**src/rtl/decode_pkg.sv**
```systemverilog
// decode_pkg: decoded-instruction record passed from decode to issue
package decode_pkg;
  typedef struct packed {
    logic [31:0] pc;
    logic [31:0] pcplus4;
    logic [31:0] instr;
    logic        is_branch;
  } decode_data_t;
endpackage

```
**src/rtl/decode_issue_buffer.sv**
```systemverilog
// decode_issue_buffer: dual-ported in-order FIFO between decode and issue/rename
module decode_issue_buffer
  import decode_pkg::*;
#(
  parameter int DEPTH = 8
) (
  input  logic                      clk,
  input  logic                      resetn,
  input  logic                      flush,
  input  logic [1:0]                in_valid,
  input  decode_data_t [1:0]        in_data,
  output logic                      in_ready,
  output logic [1:0]                out_valid,
  output decode_data_t [1:0]        out_data,
  input  logic [1:0]                out_ready,
  output logic [$clog2(DEPTH):0]    count,
  output logic                      empty,
  output logic                      full
);
  localparam int AW = $clog2(DEPTH);
  localparam int CW = AW + 1;
  decode_data_t mem_q [DEPTH];
  logic [AW-1:0] head_q, head_d, tail_q, tail_d;
  logic [CW-1:0] count_q, count_d;
  logic [1:0] push_n, pop_n;
  logic pop0, pop1;
  assign out_valid = {count_q >= CW'(2), count_q != '0};
  assign out_data[0] = mem_q[head_q];
  assign out_data[1] = mem_q[head_q + AW'(1)];
  assign count = count_q;
  assign empty = count_q == '0;
  assign full = count_q == CW'(DEPTH);
  // push/pop amounts and next pointers; the illegal 2'b10 pattern pushes nothing
  always_comb begin
    in_ready = count_q <= CW'(DEPTH - 2);
    push_n = !in_ready ? 2'd0 : in_valid == 2'b11 ? 2'd2 : in_valid == 2'b01 ? 2'd1 : 2'd0;
    pop0 = out_valid[0] & out_ready[0];
    pop1 = pop0 & out_valid[1] & out_ready[1];
    pop_n = {1'b0, pop0} + {1'b0, pop1};
    head_d = flush ? '0 : head_q + AW'(pop_n);
    tail_d = flush ? '0 : tail_q + AW'(push_n);
    count_d = flush ? '0 : count_q + CW'(push_n) - CW'(pop_n);
  end
  // pointer and occupancy state
  always_ff @(posedge clk or negedge resetn) begin
    if (!resetn) begin
      head_q <= '0;
      tail_q <= '0;
      count_q <= '0;
    end else begin
      head_q <= head_d;
      tail_q <= tail_d;
      count_q <= count_d;
    end
  end
  // entry storage, written at tail and tail+1; flushed pushes are dropped
  always_ff @(posedge clk) begin
    if (!flush && push_n != 2'd0) mem_q[tail_q] <= in_data[0];
    if (!flush && push_n == 2'd2) mem_q[tail_q + AW'(1)] <= in_data[1];
  end
  a_legal_in: assert property (@(posedge clk) disable iff (!resetn) in_valid != 2'b10);
  a_no_over: assert property (@(posedge clk) disable iff (!resetn) count_q <= CW'(DEPTH));
  a_no_under: assert property (@(posedge clk) disable iff (!resetn) CW'(pop_n) <= count_q);
endmodule
```
**config.mk**
```make
export PLATFORM = sky130hd
export DESIGN_NAME = decode_issue_buffer
export DESIGN_NICKNAME = d
export VERILOG_FILES = /design/src/rtl/decode_pkg.sv /design/src/rtl/decode_issue_buffer.sv
export SDC_FILE = /design/constraint.sdc
export NUM_CORES = 2
export LEC_CHECK = 0
export BUFFER_PORTS_ARGS = -buffer_cell sky130_fd_sc_hd__buf_2
export CORE_MARGIN = 10
export CORE_UTILIZATION = 25
export DETAILED_ROUTE_END_ITERATION = 12
export GPL_TIMING_DRIVEN = 0
export PLACE_DENSITY = 0.37
export SLEW_MARGIN = 20
export SYNTH_ARGS = -nofsm -noshare
export SYNTH_HDL_FRONTEND = slang
export SYNTH_SLANG_ARGS = --single-unit
```
**constraint.sdc**
```tcl
create_clock -name clk -period 8.45 [get_ports clk]
set_clock_uncertainty 0.1 [all_clocks]
set_input_delay 2.535 -clock clk [delete_from_list [all_inputs] [get_ports clk]]
set_output_delay 2.535 -clock clk [all_outputs]
set_load 0.02 [all_outputs]
```
==> results.ini <==
[status]
outcome = complete, no violations

[timing]
final-max-slew-violation-count = 0
hold_viol_final = 0
relSlewSlack_pct = 23.60
clock.fmax_ghz = 0.1421
setup_viol = 0
tightest_slew_ns = 1.146
rsz0062_at_grt = no
holdWs_ns = 0.5547
timing.final.crit_share_pct = 83.26
fin_crit_ns = 7.036

[clock_network]
cts.path.max_buffers = 3
post_cts.resized_instances = 0
cts_sinks = 786
clock-root-buffer = clkbuf_16
post_cts_buffers = 0
clk_pin_slew_worst_paths_ns = 0.05
numCtsBuffers = 103
cts_tree = built
postCtsHoldBufs = 0
clock_latency_ns = 0.72
htreeDepth = 3

[power]
power.total_uw = 16630
ir_drop_v = 0.0001688
p_clk_share_pct = 25.0
power_frac_comb_pct = 47.4
power_leakage_uw = 0.01806
intPower_uw = 10120
pwr-share-seq_pct = 27.6
p_sw_share_pct = 39.14
switchingPower_uw = 6508
p_per_area_nw_per_um2 = 301.9

[placed_design]
dp.final_hpwl_mm = 128.4
io_buffers = 402
gp_congestion = 0.7323

[global_route]
grt_usage_pct = 18.10
grt_overflow_total = 0
antenna_found_initial = 83
grt_pass1_vias = 30130
grt_pass1_wl_mm = 252.7
grt_max_degree = 16

[drt]
antenna_left = 0
dr.pass1.iters = 5
drc = 0
drtIter0Drc = 1967
routed_wl_mm = 183.9
vias_per_cell = 5.051
routed-via-count = 27780
wl_per_cell_um = 33.45

[critical_path]
cp_data_arrival_time_ns = 4.40
crit_type = flip-flop to output pin
crit_required_ns = 5.82
cp_cell_sequence = buf_2 -> buf_4 -> clkbuf_2 -> clkbuf_1 -> mux4_2 -> mux2_2 -> buf_2
start_kind = flip-flop
path_delay_family = buffers and inverters
slowest_stage = clkbuf_1
path_buf_inv = 5
end_kind = output pin
worstPathMaxFanout = 10
cpMostUsedCell = buf_2
critPathMaxStageDelay_ns = 0.88

[cells_and_area]
num-fill-cells = 17850
post_route_cells_drive_above_1_share_pct = 67.78
final_common_cell = mux2_2
area_delta_synth_final_pct = 21.79
num-nets-final = 3237
multi_input_area_sq_um = 20740
final_cell_mix = mux2_2, edfxtp_1, buf_2
seq_area_sq_um = 23550

[yosys]
synth_cell_types = 42
yosysSeqAreaShare_pct = 52.09
synthSimpleGateAreaFrac_pct = 0.7222
synthMuxAreaShare_pct = 43.98
synth_nets = 2662
syn_area_per_cell_sq_um = 18.49
synth-xor-area-share_pct = 0.1522
synth_top_area_share_pct = 51.53
synthFlopType = edfxtp_1
ys_ff_latch = 786
yosysTopAreaCell = edfxtp_1
async_flop_share_pct = 1.272
synth_compound_area_share_pct = 0.2988
synth_top_family_by_area = multiplexers
syn-cell-area_sq_um = 45220
synth_edf_count = 776
synth_area_leaders = edfxtp_1, mux2_2, mux4_2
synthAdderAreaFrac_pct = 0.5091
synthCells = 2445
yosys_warnings = 0

[floorplanning]
core_sq_um = 180400
initial_utilization_pct = 25.07
ios = 404
die_y_um = 445.3
die_area_sq_um = 198300
dieWidth_um = 445.3
row_count = 156

[hold_path]
hold_path.class = flip-flop to flip-flop

[run]
cap_violations = 0

[per-stage QoR]
step	cells	utilization [%]	setup slack (ns)	setup TNS (ns)	cell area [sq um]
2_1_floorplan	2445	-	0.4172	0	45220
3_3_place_gp	5217	27.83	-7.724	-5123.37	50200
3_5_place_dp	5285	28.79	2.090	0	51920
4_1_cts	5474	30.50	1.204	0	55010
5_1_grt	5494	30.53	1.252	0	55060
6_report	5499	30.54	1.414	0	55070
[flip-flops by register name, summed over array words and instances, names as in the netlist]
name    flops
tail_q      3
head_q      3
mem_q     776
count       4
[power by group through the flow]
stage,Combinational (uW),Clock (uW),Sequential (uW)
after floorplan,4820,0,4670
after global placement,7980,0,4740
after CTS,8160,4290,4590
final,7880,4150,4590
after global routing,8360,4430,4600
after detailed placement,8120,0,4670
[metal layers]
layer | vias up | routed length (um) | global-route usage (%)
met3 | 327 | 8570 | 2.806
met2 | 985 | 95800 | 32.25
met5 | - | 157 | 0
met1 | 14950 | 72210 | 21.74
met4 | 24 | 7186 | 7.280
li1 | 11490 | - | -
[worst paths after layout]
path | slack (ns) | start | cells after the start | end
setup / recovery | 1.41 | head_q[0] | 7 | out_data[38]
min in group asynchronous | 1.58 | resetn | 1 | count[2]
setup reg to reg | 4.74 | count[3] | 9 | mem_q[3][85]
max in group asynchronous | 6.46 | resetn | 1 | head_q[0]
hold reg to reg | 0.55 | head_q[0] | 2 | head_q[0]
hold / removal | 0.55 | head_q[0] | 2 | head_q[0]
[cells in the mapped netlist (2+ instances only)]
library cell,n
nor2b_2,2
edfxtp_1,776
clkbuf_1,64
inv_1,14
mux4_2,388
buf_2,94
nor2_1,16
xor2_1,3
nor2b_1,10
xnor2_1,3
a21oi_1,3
ha_1,12
a2bb2oi_1,2
nand2_1,6
nor4_4,3
buf_6,9
buf_4,11
o22a_1,3
nand2b_1,2
mux2_2,895
nor3_2,2
fa_1,4
buf_1,18
nand3_1,3
a32oi_1,2
mux2_1,15
dfrtp_1,10
mux2_4,60
or4_1,2
[worst reg2reg max path: stages (launching register included)]
cell	delay, ns
dfrtp_1	0.44
inv_1	0.09
ha_1	0.18
nand2_1	0.14
o211ai_4	0.14
buf_2	0.31
nor3_4	0.77
buf_2	0.54
buf_4	0.35
mux2_2	0.38
[area by class of cell]
| type | count | area share [%] |
|---|---|---|
| well taps | 2370 | 5.384 |
| repair buffers | 470 | 6.554 |
| diodes | 25 | 0.1136 |
| clock inverters | 54 | 0.7111 |
| inverters | 15 | 0.1022 |
| flip-flops and latches | 786 | 42.77 |
| multi-input cells | 1448 | 37.66 |
| clock buffers | 135 | 4.898 |
| plain buffers | 196 | 1.811 |
[cell families (layout without fill, tap and decap cells)]
logic type	count (synthesis)	count (layout)
xor gates and xnor gates	7	7
buffers and inverters	211	870
other	0	25
muxes	1358	1358
AOI/OAI and AO/OA	16	16
and+or+nand+nor	51	51
DFF	786	786
adders and majority gates	16	16
Power figures use the tool's default switching activity.
